$ cat src/rtl/elevator_pkg.sv
// Shared state encoding, direction constants and pending-mask scan helpers
// for the elevator floor controller.
package elevator_pkg;

  localparam int MAX_FLOORS  = 16;
  localparam int MAX_FLOOR_W = 4;

  typedef enum logic [1:0] {
    IDLE      = 2'd0,
    MOVE_UP   = 2'd1,
    MOVE_DOWN = 2'd2,
    DOOR      = 2'd3
  } state_t;

  localparam logic [1:0] ST_IDLE      = IDLE;
  localparam logic [1:0] ST_MOVE_UP   = MOVE_UP;
  localparam logic [1:0] ST_MOVE_DOWN = MOVE_DOWN;
  localparam logic [1:0] ST_DOOR      = DOOR;

  localparam logic DIR_UP = 1'b1;
  localparam logic DIR_DN = 1'b0;

  function automatic logic any_above(input logic [MAX_FLOORS-1:0] mask,
                                     input logic [MAX_FLOOR_W-1:0] floor);
    logic found;
    found = 1'b0;
    for (int i = 0; i < MAX_FLOORS; i++) begin
      found = found | (mask[i] & (i > int'(floor)));
    end
    return found;
  endfunction

  function automatic logic any_below(input logic [MAX_FLOORS-1:0] mask,
                                     input logic [MAX_FLOOR_W-1:0] floor);
    logic found;
    found = 1'b0;
    for (int i = 0; i < MAX_FLOORS; i++) begin
      found = found | (mask[i] & (i < int'(floor)));
    end
    return found;
  endfunction

  // Scan from the far end so the last hit is the closest floor.
  function automatic logic [MAX_FLOOR_W-1:0] nearest_above(input logic [MAX_FLOORS-1:0] mask,
                                                           input logic [MAX_FLOOR_W-1:0] floor);
    logic [MAX_FLOOR_W-1:0] near;
    near = floor;
    for (int i = MAX_FLOORS - 1; i >= 0; i--) begin
      if (mask[i] && (i > int'(floor))) near = MAX_FLOOR_W'(i);
      else near = near;
    end
    return near;
  endfunction

  function automatic logic [MAX_FLOOR_W-1:0] nearest_below(input logic [MAX_FLOORS-1:0] mask,
                                                           input logic [MAX_FLOOR_W-1:0] floor);
    logic [MAX_FLOOR_W-1:0] near;
    near = floor;
    for (int i = 0; i < MAX_FLOORS; i++) begin
      if (mask[i] && (i < int'(floor))) near = MAX_FLOOR_W'(i);
      else near = near;
    end
    return near;
  endfunction

endpackage

$ cat src/rtl/floor_cmp.sv
// Car-vs-target magnitude comparator. lt means the target lies below the car,
// gt means it lies above; all outputs are held low while disabled.
module floor_cmp #(
  parameter int FLOOR_W = 3
) (
  input  logic               i_en,
  input  logic [FLOOR_W-1:0] i_cur,
  input  logic [FLOOR_W-1:0] i_tgt,
  output logic               o_lt,
  output logic               o_gt,
  output logic               o_eq
);

  assign o_lt = i_en & (i_cur > i_tgt);
  assign o_gt = i_en & (i_cur < i_tgt);
  assign o_eq = i_en & (i_cur == i_tgt);

endmodule

$ cat src/rtl/elevator_floor_ctrl.sv
// SCAN-scheduled elevator controller: latches floor requests, times travel and
// door dwell, and compares the car position against the scheduled target.
module elevator_floor_ctrl
  import elevator_pkg::*;
#(
  parameter int NUM_FLOORS  = 8,
  parameter int FLOOR_W     = $clog2(NUM_FLOORS),
  parameter int MOVE_CYCLES = 4,
  parameter int DOOR_CYCLES = 6,
  parameter int RESET_FLOOR = 0
) (
  input  logic                  i_clk,
  input  logic                  i_rst,
  input  logic                  i_req_valid,
  input  logic [FLOOR_W-1:0]    i_req_floor,
  output logic                  o_req_err,
  output logic [FLOOR_W-1:0]    o_current_floor,
  output logic [NUM_FLOORS-1:0] o_pending,
  output logic                  o_moving_up,
  output logic                  o_moving_down,
  output logic                  o_door_open,
  output logic                  o_arrive,
  output logic                  o_target_valid,
  output logic                  o_lt,
  output logic                  o_gt,
  output logic                  o_eq
);

  localparam int MCNT_W = (MOVE_CYCLES > 1) ? $clog2(MOVE_CYCLES) : 1;
  localparam int DCNT_W = (DOOR_CYCLES > 1) ? $clog2(DOOR_CYCLES) : 1;
  localparam logic [MCNT_W-1:0] MOVE_LAST = MCNT_W'(MOVE_CYCLES - 1);
  localparam logic [DCNT_W-1:0] DOOR_LAST = DCNT_W'(DOOR_CYCLES - 1);

  logic [1:0]            r_state;
  logic [FLOOR_W-1:0]    r_current_floor;
  logic [NUM_FLOORS-1:0] r_pending;
  logic [MCNT_W-1:0]     r_move_cnt;
  logic [DCNT_W-1:0]     r_door_cnt;
  logic                  r_last_dir;
  logic                  r_arrive;
  logic                  r_req_err;

  logic                   w_req_ok;
  logic                   w_req_bad;
  logic                   w_door_hit;
  logic [NUM_FLOORS-1:0]  w_req_mask;
  logic [NUM_FLOORS-1:0]  w_set_mask;
  logic [NUM_FLOORS-1:0]  w_clear_mask;
  logic [MAX_FLOORS-1:0]  w_pend_ext;
  logic [MAX_FLOOR_W-1:0] w_cur_ext;
  logic                   w_cur_hit;
  logic                   w_above;
  logic                   w_below;
  logic [FLOOR_W-1:0]     w_next_floor;
  logic                   w_nf_hit;
  logic                   w_nf_beyond;
  logic [FLOOR_W-1:0]     w_target;
  logic                   w_cmp_en;

  logic [1:0]             w_state_nxt;
  logic [FLOOR_W-1:0]     w_floor_nxt;
  logic [MCNT_W-1:0]      w_move_cnt_nxt;
  logic [DCNT_W-1:0]      w_door_cnt_nxt;
  logic                   w_dir_nxt;
  logic                   w_arrive_nxt;

  assign w_req_ok   = i_req_valid & (int'(i_req_floor) < NUM_FLOORS);
  assign w_req_bad  = i_req_valid & ~w_req_ok;
  assign w_req_mask = w_req_ok ? (NUM_FLOORS'(1'b1) << i_req_floor) : '0;
  // A call for the floor whose door is already open only extends the dwell.
  assign w_door_hit = w_req_ok & (r_state == ST_DOOR) & (i_req_floor == r_current_floor);
  assign w_set_mask = w_door_hit ? '0 : w_req_mask;

  assign w_pend_ext = MAX_FLOORS'(r_pending);
  assign w_cur_ext  = MAX_FLOOR_W'(r_current_floor);
  assign w_cur_hit  = |(r_pending & (NUM_FLOORS'(1'b1) << r_current_floor));
  assign w_above    = any_above(w_pend_ext, w_cur_ext);
  assign w_below    = any_below(w_pend_ext, w_cur_ext);

  // Arrival floor for the move in progress and what is still wanted past it.
  always_comb begin
    if (r_state == ST_MOVE_UP) begin
      w_next_floor = r_current_floor + FLOOR_W'(1);
      w_nf_beyond  = any_above(w_pend_ext, MAX_FLOOR_W'(w_next_floor));
    end else begin
      w_next_floor = r_current_floor - FLOOR_W'(1);
      w_nf_beyond  = any_below(w_pend_ext, MAX_FLOOR_W'(w_next_floor));
    end
  end

  assign w_nf_hit = |((r_pending | w_req_mask) & (NUM_FLOORS'(1'b1) << w_next_floor));

  // SCAN target: own floor first, then nearest ahead, then nearest behind.
  always_comb begin
    if (w_cur_hit) begin
      w_target = r_current_floor;
    end else if (r_last_dir == DIR_UP) begin
      w_target = w_above ? FLOOR_W'(nearest_above(w_pend_ext, w_cur_ext))
                         : FLOOR_W'(nearest_below(w_pend_ext, w_cur_ext));
    end else begin
      w_target = w_below ? FLOOR_W'(nearest_below(w_pend_ext, w_cur_ext))
                         : FLOOR_W'(nearest_above(w_pend_ext, w_cur_ext));
    end
  end

  assign w_cmp_en = (|r_pending) & ~i_rst;

  // Next-state logic for the car FSM and its travel/dwell counters.
  always_comb begin
    w_state_nxt    = r_state;
    w_floor_nxt    = r_current_floor;
    w_move_cnt_nxt = r_move_cnt;
    w_door_cnt_nxt = r_door_cnt;
    w_dir_nxt      = r_last_dir;
    w_clear_mask   = '0;
    w_arrive_nxt   = 1'b0;
    case (r_state)
      ST_IDLE: begin
        w_move_cnt_nxt = '0;
        w_door_cnt_nxt = '0;
        if (w_cur_hit) begin
          w_state_nxt  = ST_DOOR;
          w_clear_mask = NUM_FLOORS'(1'b1) << r_current_floor;
          w_arrive_nxt = 1'b1;
        end else if (w_above && ((r_last_dir == DIR_UP) || !w_below)) begin
          w_state_nxt = ST_MOVE_UP;
          w_dir_nxt   = DIR_UP;
        end else if (w_below) begin
          w_state_nxt = ST_MOVE_DOWN;
          w_dir_nxt   = DIR_DN;
        end else begin
          w_state_nxt = ST_IDLE;
        end
      end
      ST_MOVE_UP, ST_MOVE_DOWN: begin
        if (r_move_cnt == MOVE_LAST) begin
          w_move_cnt_nxt = '0;
          w_floor_nxt    = w_next_floor;
          if (w_nf_hit) begin
            w_state_nxt    = ST_DOOR;
            w_clear_mask   = NUM_FLOORS'(1'b1) << w_next_floor;
            w_arrive_nxt   = 1'b1;
            w_door_cnt_nxt = '0;
          end else if (!w_nf_beyond) begin
            w_state_nxt = ST_IDLE;
          end else begin
            w_state_nxt = r_state;
          end
        end else begin
          w_move_cnt_nxt = r_move_cnt + MCNT_W'(1);
        end
      end
      ST_DOOR: begin
        if (w_door_hit) begin
          w_door_cnt_nxt = '0;
        end else if (r_door_cnt == DOOR_LAST) begin
          w_door_cnt_nxt = '0;
          w_state_nxt    = ST_IDLE;
        end else begin
          w_door_cnt_nxt = r_door_cnt + DCNT_W'(1);
        end
      end
      default: begin
        w_state_nxt = ST_IDLE;
      end
    endcase
  end

  // State, position, request mask and pulse registers.
  always_ff @(posedge i_clk) begin
    if (i_rst) begin
      r_state         <= ST_IDLE;
      r_current_floor <= FLOOR_W'(RESET_FLOOR);
      r_pending       <= '0;
      r_move_cnt      <= '0;
      r_door_cnt      <= '0;
      r_last_dir      <= DIR_UP;
      r_arrive        <= 1'b0;
      r_req_err       <= 1'b0;
    end else begin
      r_state         <= w_state_nxt;
      r_current_floor <= w_floor_nxt;
      r_pending       <= (r_pending | w_set_mask) & ~w_clear_mask;
      r_move_cnt      <= w_move_cnt_nxt;
      r_door_cnt      <= w_door_cnt_nxt;
      r_last_dir      <= w_dir_nxt;
      r_arrive        <= w_arrive_nxt;
      r_req_err       <= w_req_bad;
    end
  end

  floor_cmp #(
    .FLOOR_W (FLOOR_W)
  ) u_target_cmp (
    .i_en  (w_cmp_en),
    .i_cur (r_current_floor),
    .i_tgt (w_target),
    .o_lt  (o_lt),
    .o_gt  (o_gt),
    .o_eq  (o_eq)
  );

  assign o_req_err       = r_req_err;
  assign o_current_floor = r_current_floor;
  assign o_pending       = r_pending;
  assign o_moving_up     = (r_state == ST_MOVE_UP);
  assign o_moving_down   = (r_state == ST_MOVE_DOWN);
  assign o_door_open     = (r_state == ST_DOOR);
  assign o_arrive        = r_arrive;
  assign o_target_valid  = |r_pending;

endmodule

$ cat config.mk
export PLATFORM = sky130hd
export DESIGN_NAME = elevator_floor_ctrl
export DESIGN_NICKNAME = d
export VERILOG_FILES = /design/src/rtl/elevator_pkg.sv /design/src/rtl/floor_cmp.sv /design/src/rtl/elevator_floor_ctrl.sv
export SDC_FILE = /design/constraint.sdc
export NUM_CORES = 1
export LEC_CHECK = 0
export ABC_AREA = 0
export CAP_MARGIN = 20
export CORE_MARGIN = 2
export CORE_UTILIZATION = 24
export CTS_BUF_LIST = sky130_fd_sc_hd__clkbuf_8 sky130_fd_sc_hd__clkbuf_16
export DETAILED_ROUTE_END_ITERATION = 10
export PLACE_DENSITY = 0.43
export SYNTH_ARGS = -nofsm -noshare
export SYNTH_HDL_FRONTEND = slang
export SYNTH_SLANG_ARGS = --single-unit
$ cat constraint.sdc
create_clock -name i_clk -period 13.8 [get_ports i_clk]
set_clock_uncertainty 0.05 [all_clocks]
set_input_delay 4.14 -clock i_clk [delete_from_list [all_inputs] [get_ports i_clk]]
set_output_delay 4.14 -clock i_clk [all_outputs]
set_load 0.02 [all_outputs]
Yosys cells after proc, flatten, opt, wreduce, memory -nomap -nowiden. Cells that the tools add are included.

Flip-flop bits (word level): 20. Input bits: 6. Output and inout port bits: 20. Logic and storage cells: 203.

Add/sub/neg operators: 4. Magnitude comparators: 31. Eq/ne operators: 12. Shift-type cells: 3. Mux-type cells: 49. Bitwise logic cells: 68. Reductions and logical operators: 29.

Operators by type and width (count): $mux 3 (24); $mux 8 (5); $and 1x1->1 (35); $or 1x1->1 (25); $and 8x8->8 (3); $gt 3x3->1 const A (8); $reduce_or 8->1 (3); $shl 1x3->8 const A (3); $lt 3x3->1 const A (7); $mux 2 (9); $logic_and 1x1->1 (16); $or 8x8->8 (2); $pmux 8 s2 (1); $gt 2x3->1 const A (4); $lt 1x3->1 const A (4); $lt 2x3->1 const A (4); $pmux 3 s3 (1); $not 8->8 (1); $add 3x1->3 const B (2); $eq 2x2->1 const B (3); $eq 3x3->1 (2); $gt 1x3->1 const A (2); $mux 1 (6); $ne 2x2->1 const B (3); other kinds (20) (23).

Longest topological paths before layout. Gate-level depths: netlist of run 1.

Word-level depth: 15. Depth in mapped cells: 18. Gate-level depth less buffers: 15.

Cells and area by module. Synthesis of run 1 repeated with hierarchy kept, for this count alone.

Cell total of the unflattened synthesis: 323. Area, all modules: 2439.8 um2.

Modules (own cells, without submodules): elevator_floor_ctrl (times used 1, cells each 310, area an instance 2338.5 um2, sequential area each 400.4 um2); floor_cmp (times used 1, cells each 13, area an instance 101.3 um2, sequential area each 0.0 um2).

Worst setup path after synthesis of run 1. OpenSTA, ideal clock, no wires.

Path type: input to output. Start point: input port i_rst. End point: output port o_eq. Data arrival time: 4808 ps. Required time: 9610 ps. Path slack: 4802 ps. Cell stages on the path: 4. Path buffers: 1. Cells stage by stage: clkbuf_1 inv_1 nand2_1 nor2_1.

Longest elaborated chain between the ends: 3.

Ends and longest elaborated chain: from (decl) (line elevator_floor_ctrl.sv:13) `input logic i_rst,`; $not 1->1 (line elevator_floor_ctrl.sv:106) `assign w_cmp_en = (|r_pending) & ~i_rst;`; $and 1x1->1 (line elevator_floor_ctrl.sv:106); $and 1x1->1 (line floor_cmp.sv:16) `assign o_eq = i_en & (i_cur == i_tgt);`; to (decl) (line elevator_floor_ctrl.sv:26) `output logic o_eq`.

No other way between the ends.

Worst setup path in the final report of run 1.
Start point: input port i_rst. End point: output port o_lt.

Longest elaborated chain between the ends: 3.

Ends and longest elaborated chain: $not 1->1 (line elevator_floor_ctrl.sv:106); $and 1x1->1 (line elevator_floor_ctrl.sv:106); $and 1x1->1 (line floor_cmp.sv:14) `assign o_lt = i_en & (i_cur > i_tgt);`; to (decl) (line elevator_floor_ctrl.sv:24) `output logic o_lt,`.

No other way between the ends.

==> impl_metrics.json, run 1 <==
{
  "r2r_setup_slack_ns": 10.41,
  "core_mm2": 0.00830,
  "async_flop_share_pct": 0,
  "path_clk_slew_ns": 0.08,
  "grt_max_degree": 27,
  "synth_top_flop_cell": "dfxtp_1",
  "synth.largest_area_cell": "dfxtp_1",
  "gp_congestion": 0.859,
  "regArea_um2": 400,
  "rsz0062_at_grt": "false",
  "yosysTopAreaCellShare_pct": 19.3,
  "period_needed_ns": 10.32,
  "p_leak_nw": 0.916,
  "grt-ovfl-total": 0,
  "synth_cells": 284,
  "die_h_um": 97.1,
  "min_period_over_period_pct": 74.8,
  "hold_start": "r_move_cnt[1]$_SDFFE_PP0P_",
  "end_kind": "output pin",
  "stdcell_area_mm2": 0.00246,
  "timing.max_cap.violations": 0,
  "die_w_um": 97.1,
  "dr.pass1.iters": 4,
  "n_antenna_cell": 0,
  "yosysWarnings": 0,
  "crit_start": "i_rst",
  "setup_tns_ns": 0,
  "dieArea_mm2": 0.00943,
  "drive_gt1_share_pct": 5.42,
  "setup_viol": 0,
  "yosys.cell_types.count": 62,
  "avgSynthCellArea_um2": 7.32,
  "critPathRequiredTime_ns": 9.61,
  "worst_slew_pin_slew_ns": 0.683,
  "holdBufCountCts": 0,
  "hold_depth": 2,
  "antenna_found_initial": 0,
  "ff2ff_path_depth": 10,
  "ys_seq_area_share_pct": 19.3,
  "cp-start-kind": "input port",
  "area_growth_pct": 18.2,
  "drc_errors": 0,
  "pin_count": 26,
  "grt_pass1_vias": 2129,
  "cts_setup_buffers": 0,
  "ctsResizeCount": 0,
  "multi_input_area_mm2": 0.00154,
  "via_per_inst": 5.34,
  "ant_nets": 0,
  "routed_wl_um": 6780,
  "synth_common_cells": "40 x nor2_1, 31 x a21oi_1, 20 x dfxtp_1, 19 x nand2_1, 18 x ha_1",
  "grtUsageTotal_pct": 14.4,
  "postPlaceCellArea_mm2": 0.00239,
  "synth_fp_nets": 308,
  "synth_edf_count": 0,
  "rr_startpoint": "o_current_floor[0]$_SDFFE_PP0P_",
  "maxSlewHeadroom_pct": 54.3,
  "status": "finished, final reports clean",
  "finalHoldViolations": 0,
  "cts_tree": "yes",
  "drt-initial-drc-count": 213,
  "crit_arrival_ns": 6.13,
  "ys_seq_elements": 20,
  "min_to": "r_move_cnt[1]$_SDFFE_PP0P_",
  "cts_root_buf": "clkbuf_8",
  "cts_sinks": 20,
  "num_vias": 2137,
  "fp-row-count": 33,
  "cts_buffers": 3,
  "r2r_end": "r_state[0]$_SDFFE_PP0P_",
  "critPathMaxFanout": 18,
  "max_freq_mhz": 96.9,
  "synth_area_leaders": "dfxtp_1 19%, ha_1 11%, a21oi_1 7.5%",
  "synthesis.area_mm2": 0.00208,
  "synth_most_common_cell": "nor2_1",
  "fill_cells": 891,
  "wl_per_cell_um": 17.0,
  "critical_path_class": "in -> out",
  "numPortBuffers": 24,
  "fin_nets": 320,
  "grt_pass1_wl_um": 11200,
  "clk_latency_ns": 0.27,
  "drv_slew": 0,
  "initial_utilization_pct": 25.1,
  "clock_path_buffers": 2,
  "ir_worst_vdd_v": 0.0000720,
  "p_per_area_mw_per_mm2": 97.3,
  "hpwl_um": 4940,
  "cts_htree_levels": 1,
  "hold_class": "reg -> reg"
}
-- registers in the layout (all words and copies together), names as in the netlist --
signal and count:
r_move_cnt 2, o_pending 8, o_arrive 1, r_last_dir 1, r_door_cnt 3, r_state 2
o_current_floor 3
-- worst max-delay path by stage --
stage | slack (ns) | end | cells past startpoint
floorplan | 4.80 | o_eq | 4
global placement | 3.53 | o_eq | 5
detailed placement | 3.48 | o_lt | 5
CTS | 3.48 | o_lt | 5
global route | 3.33 | o_lt | 5
finish | 3.48 | o_lt | 5
-- layout by cell type (no fill, tap or decap), types with 3 or more instances in the layout --
cell type	instances
clkdlybuf4s50_1	24
ha_1	18
nand2b_1	9
nor2_1	40
a2111oi_0	6
dfxtp_1	20
nor2b_1	6
a21oi_1	31
a211oi_1	5
buf_4	3
nand3_1	3
nand2_1	19
inv_1	11
xor2_1	3
a21boi_0	3
xnor2_1	4
o21ai_1	3
a21o_1	4
clkbuf_8	3
o21ai_0	15
o311a_1	3
nor3_1	9
-- through the flow --
step	utilization, %	power, mW	worst slack, ns	hold WS (ns)	cells
CTS	29.6	0.241	3.48	0.467	400
finish	29.6	0.239	3.48	0.477	400
global placement	28.8	0.181	3.53	0.442	396
detailed placement	28.8	0.180	3.48	0.449	396
global route	29.6	0.256	3.33	0.511	400
floorplan	-	0.152	4.80	0.408	284
-- critical path, stage by stage --
cell,delay [ns]
clkdlybuf4s50_1,0.76
inv_1,0.35
nand2_1,0.14
nor2_1,0.13
clkdlybuf4s50_1,0.61
-- power breakdown --
part           leakage, nW  internal, mW  switching [mW]
clock network       0.0357        0.0388          0.0218
logic                0.718        0.0461          0.0632
registers            0.162        0.0626         0.00651
-- cell type report --
| type | instances | share of cell area (%) |
|---|---|---|
| sequential | 20 | 16.3 |
| clock buffer | 3 | 1.68 |
| timing repair buffer | 27 | 10.7 |
| clock inverter | 1 | 1.22 |
| inverter | 13 | 1.99 |
| multi-input combinational | 231 | 62.8 |
| tap | 105 | 5.35 |
-- kinds of logic after synthesis --
group / count (synthesis) / share of synthesized area [%]
AO/OA/AOI/OAI: 99 / 32.1
XOR/XNOR: 8 / 4.03
adder cells (fa/ha/maj): 18 / 10.8
AND/OR/NAND/NOR: 100 / 23.2
flip-flops: 20 / 19.3
other: 1 / 0.180
multiplexers: 5 / 3.85
buffers and inverters: 33 / 6.56
-- metal layers --
metal / up-vias / part of all wire, % / global-route usage, %
met5: - / 0 / 0
met4: 0 / 1.7 / 4.23
met3: 12 / 3.2 / 1.65
met2: 53 / 50 / 24.8
met1: 1014 / 45 / 18.9
li1: 1058 / - / -
(Power assumes the default switching activity.)
==> run 2: changes to the inputs <==
Settings changed: PLACE_DENSITY 0.43 to 0.44.
Clock period 13.8 ns to 8.55 ns, I/O delays scaled along.
==> run 2 against run 1 <==
  * Worst setup slack got worse by 2.0 ns
  * Worst hold slack worse by 0.027 ns
  * Critical path type is now reg -> out
  * Highest routed layer unchanged
  * Sequential cell count unchanged
  * Sequential share of layout area about the same
  * First-iteration DRC count is 22% lower
==> impl_metrics.json, run 2 (same netlist as run 1, synthesis figures left out) <==
{
  "status": "finished, final reports clean",
  "dr.pass1.iters": 4,
  "cts_setup_buffers": 0,
  "slowest_delay_ns": 0.61,
  "min_to": "r_move_cnt[1]$_SDFFE_PP0P_",
  "gp_congestion": 0.861,
  "routed_wl_um": 6680,
  "hold_class": "reg -> reg",
  "worst_slack_ns": 1.46,
  "ant_nets": 0,
  "p_leak_nw": 0.921,
  "finalHoldViolations": 0,
  "ff2ff_path_depth": 10,
  "fin_total_pwr_mw": 0.388,
  "r2r_setup_slack_ns": 4.96,
  "maxSlewHeadroom_pct": 59.5,
  "via_per_inst": 5.30,
  "cts_htree_levels": 1,
  "largest_register_ffs": 8,
  "stdcell_count": 401,
  "period_needed_ns": 7.09,
  "ir_worst_vdd_v": 0.000134,
  "drc_errors": 0,
  "dp.cells": 397,
  "cts_root_buf": "clkbuf_8",
  "cts_tree": "yes",
  "fin_nets": 321,
  "cp-start-kind": "register",
  "cts_sinks": 20,
  "hold_slack_ns": 0.450,
  "layout_commonest_cell": "nor2_1",
  "min_period_over_period_pct": 82.9,
  "cp_cell_sequence": "buf_4, inv_1, ha_1, nand2b_1, a221o_1, a22oi_2, nor2_1, a21o_1, a221o_1, a31o_1, ha_1, nor2b_1, o21ai_0, nand2b_1, nor2_1, clkdlybuf4s50_1",
  "setup_tns_ns": 0,
  "numPortBuffers": 24,
  "drv_slew": 0,
  "grt-ovfl-total": 0,
  "rsz0062_at_grt": "false",
  "drt-initial-drc-count": 167,
  "grtUsageTotal_pct": 14.5,
  "hold_depth": 2,
  "post-place-ws_ns": 1.71,
  "crit_path_top_delay_cell": "clkdlybuf4s50_1",
  "rr_startpoint": "o_current_floor[0]$_SDFFE_PP0P_",
  "grt_pass1_vias": 2145,
  "num_vias": 2126,
  "setup_viol": 0,
  "critical_path_class": "reg -> out",
  "pin_count": 26,
  "max_freq_mhz": 141,
  "die_h_um": 97.1,
  "die_w_um": 97.1,
  "dieArea_mm2": 0.00943,
  "grt_pass1_wl_um": 11300,
  "worst_slew_pin_slew_ns": 0.606,
  "core_mm2": 0.00830,
  "hold_start": "r_move_cnt[1]$_SDFFE_PP0P_",
  "wl_per_cell_um": 16.7,
  "ctsResizeCount": 0,
  "cts_buffers": 3,
  "stdcell_area_mm2": 0.00246,
  "critPathRequiredTime_ns": 5.94,
  "crit_arrival_ns": 4.47,
  "n_antenna_cell": 0,
  "end_kind": "output pin",
  "antenna_found_initial": 0,
  "postPlaceCellArea_mm2": 0.00239,
  "timing.max_cap.violations": 0,
  "clock_path_buffers": 2,
  "layout_common_cells": "40 x nor2_1, 31 x a21oi_1, 24 x clkdlybuf4s50_1",
  "p_per_area_mw_per_mm2": 157,
  "drive_gt1_share_pct": 5.74,
  "holdBufCountCts": 0,
  "critPathMaxFanout": 24,
  "initial_utilization_pct": 25.1,
  "r2r_end": "r_state[0]$_SDFFE_PP0P_",
  "fp-row-count": 33,
  "path_clk_slew_ns": 0.09,
  "clk_latency_ns": 0.27,
  "area_growth_pct": 18.5,
  "fin_util_pct": 29.7,
  "hpwl_um": 4950,
  "grt_max_degree": 25
}
-- run 2: changes by cell type in the layout (fill, tap and decap cells not counted) --
cell	delta
buf_4	+1
-- run 2: worst max path at each step --
stage               endpoint  slack (ns)                             from
floorplan               o_gt        2.28  o_current_floor[1]$_SDFFE_PP0P_
global placement        o_lt        1.75                            i_rst
detailed placement      o_gt        1.71                            i_rst
CTS                     o_gt        1.45  o_current_floor[1]$_SDFFE_PP0P_
global route            o_gt        1.09  o_current_floor[1]$_SDFFE_PP0P_
finish                  o_gt        1.46  o_current_floor[1]$_SDFFE_PP0P_
-- run 2: critical path: cells and delay by family (launching register included) --
family,cells,cell delay [ns]
fa+ha+maj,2,0.72
flops,1,0.30
simple gates,5,0.55
buf+inv,3,1.03
compound gates,6,1.59
-- run 2: final cells by class --
cell class / instances / area, um2
timing repair buffer: 28 / 270
sequential: 20 / 400
clock buffer: 3 / 41.3
inverter: 13 / 48.8
tap: 105 / 131
multi-input combinational: 231 / 1540
fill: 901 / 5830
clock inverter: 1 / 30.0
-- run 2: layer usage --
layer  routed length [um]  GRT usage [%]
met1                 3100           19.6
met2                 3230           24.0
met3                  208           1.22
met4                  139           5.42
met5                    0              0
-- run 2: power by group --
part / leakage, nW / internal (mW) / switching (mW)
Sequential: 0.162 / 0.101 / 0.0106
Clock: 0.0357 / 0.0626 / 0.0350
Combinational: 0.723 / 0.0749 / 0.103
Total: 0.921 / 0.238 / 0.149
==> run 3: changes to the inputs <==
Settings changed: PLACE_DENSITY 0.44 to 0.43.
Clock period 8.55 ns to 7.4 ns, I/O delays scaled along.
==> run 3 against run 2 <==
  * Global-route usage is essentially flat
  * Sequential share of layout area grew 0.11 points
  * Sequential cell count did not move
  * Critical path depth decreased by 1
  * Highest routed layer unchanged
==> impl_metrics.json, run 3 (same netlist as run 1, synthesis figures left out) <==
{
  "critPathMaxFanout": 10,
  "worst_slew_pin_slew_ns": 0.528,
  "holdBufCountCts": 0,
  "crit_path_top_delay_cell": "clkdlybuf4s50_1",
  "clk_latency_ns": 0.26,
  "grtUsageTotal_pct": 14.5,
  "grt_pass1_vias": 2127,
  "critPathRequiredTime_ns": 5.13,
  "grt_pass1_wl_um": 11200,
  "numPortBuffers": 24,
  "ctsResizeCount": 0,
  "hold_class": "reg -> reg",
  "layout_common_cells": "40 x nor2_1, 31 x a21oi_1, 24 x clkdlybuf4s50_1",
  "cts_root_buf": "clkbuf_8",
  "p_per_area_mw_per_mm2": 173,
  "hold_slack_ns": 0.463,
  "fp-row-count": 33,
  "dr.pass1.iters": 4,
  "cts_sinks": 20,
  "fill_cells": 900,
  "period_needed_ns": 6.30,
  "rsz0062_at_grt": "false",
  "routed_wl_um": 6950,
  "p_leak_nw": 0.914,
  "max_freq_mhz": 159,
  "critical_path_class": "reg -> out",
  "setup_viol": 0,
  "slowest_delay_ns": 0.62,
  "antenna_found_initial": 0,
  "setup_tns_ns": 0,
  "cp_cell_sequence": "inv_1, ha_1, nand2b_1, a221o_1, a22oi_2, nor2_1, a21o_1, a221o_1, a31o_1, ha_1, nor2b_1, o21ai_0, nand2b_1, nor2_1, clkdlybuf4s50_1",
  "p_int_mw": 0.251,
  "clock_path_buffers": 2,
  "dieArea_mm2": 0.00943,
  "drive_gt1_share_pct": 5.74,
  "drc_errors": 0,
  "wl_per_cell_um": 17.3,
  "die_w_um": 97.1,
  "status": "finished, final reports clean",
  "cts_htree_levels": 1,
  "largest_register_ffs": 8,
  "grt_max_degree": 25,
  "die_h_um": 97.1,
  "power_frac_comb_pct": 48.8,
  "via_per_inst": 5.45,
  "hpwl_um": 5140,
  "p_clk_share_pct": 20.7,
  "timing.max_cap.violations": 0,
  "initial_utilization_pct": 25.1,
  "maxSlewHeadroom_pct": 64.7,
  "crit_arrival_ns": 4.03,
  "seq_power_share_pct": 30.5,
  "ir_worst_vdd_v": 0.0000974,
  "min_period_over_period_pct": 85.2,
  "n_antenna_cell": 0,
  "p_sw_share_pct": 40.8,
  "switching_power_mw": 0.173,
  "gp_congestion": 0.811,
  "num_vias": 2186,
  "cts_tree": "yes",
  "ant_nets": 0,
  "layout_commonest_cell": "nor2_1",
  "finalHoldViolations": 0,
  "multi_input_area_mm2": 0.00154,
  "path_clk_slew_ns": 0.08,
  "drt-initial-drc-count": 199,
  "regArea_um2": 400,
  "grt-ovfl-total": 0,
  "end_kind": "output pin",
  "core_mm2": 0.00830,
  "drv_slew": 0,
  "fin_nets": 321,
  "cp-start-kind": "register",
  "area_growth_pct": 17.7,
  "cts_setup_buffers": 0,
  "pin_count": 26,
  "cts_buffers": 3
}
-- run 3: cell count changes in the layout (fill, tap and decap cells not counted) --
cell | previous run | this run
bufinv_16 | 1 | 0
clkbuf_8 | 3 | 4
-- run 3: final timing paths --
check / from / slack [ns] / to / cells past startpoint
worst max-delay path: o_current_floor[1]$_SDFFE_PP0P_ / 1.10 / o_gt / 15
worst min-delay path: r_move_cnt[1]$_SDFFE_PP0P_ / 0.46 / r_move_cnt[1]$_SDFFE_PP0P_ / 2
worst max register to register: o_current_floor[0]$_SDFFE_PP0P_ / 4.29 / r_state[0]$_SDFFE_PP0P_ / 9
worst min register to register: r_move_cnt[1]$_SDFFE_PP0P_ / 0.46 / r_move_cnt[1]$_SDFFE_PP0P_ / 2
-- run 3: critical path: cells and delay by family, from the launching register on --
kind	cells	cell delay (ns)
AO/OA/AOI/OAI	6	1.48
AND/OR/NAND/NOR	5	0.53
adder cells (fa/ha/maj)	2	0.68
flip-flops	1	0.32
buffers and inverters	2	0.77
-- run 3: stage by stage --
| step | instances | util (%) | setup slack (ns) | cell area [um2] | power [mW] |
|---|---|---|---|---|---|
| global route | 401 | 29.5 | 0.752 | 2450 | 0.457 |
| global placement | 397 | 28.8 | 1.41 | 2390 | 0.340 |
| CTS | 401 | 29.5 | 1.06 | 2450 | 0.428 |
| finish | 401 | 29.5 | 1.10 | 2450 | 0.423 |
| detailed placement | 397 | 28.8 | 1.37 | 2390 | 0.339 |
| floorplan | 284 | - | 1.47 | 2080 | 0.283 |
-- run 3: power groups by stage --
stage	combinational [mW]	sequential [mW]	clock (mW)
after global routing	0.232	0.131	0.0945
after detailed placement	0.207	0.132	0
after CTS	0.208	0.129	0.0902
after global placement	0.208	0.131	0
final	0.207	0.129	0.0877
after floorplan	0.155	0.128	0
-- run 3: final cells by class --
type,instances,area share [%]
tap,105,5.37
inverter,13,1.99
timing repair buffer,28,11.0
sequential,20,16.4
multi-input combinational,231,63.0
clock buffer,4,2.25
-- run 3: routing by layer --
metal	track usage (%)	routed length [um]
met5	0	0
met3	1.58	236
met4	5.09	189
met1	18.5	3190
met2	25.3	3330
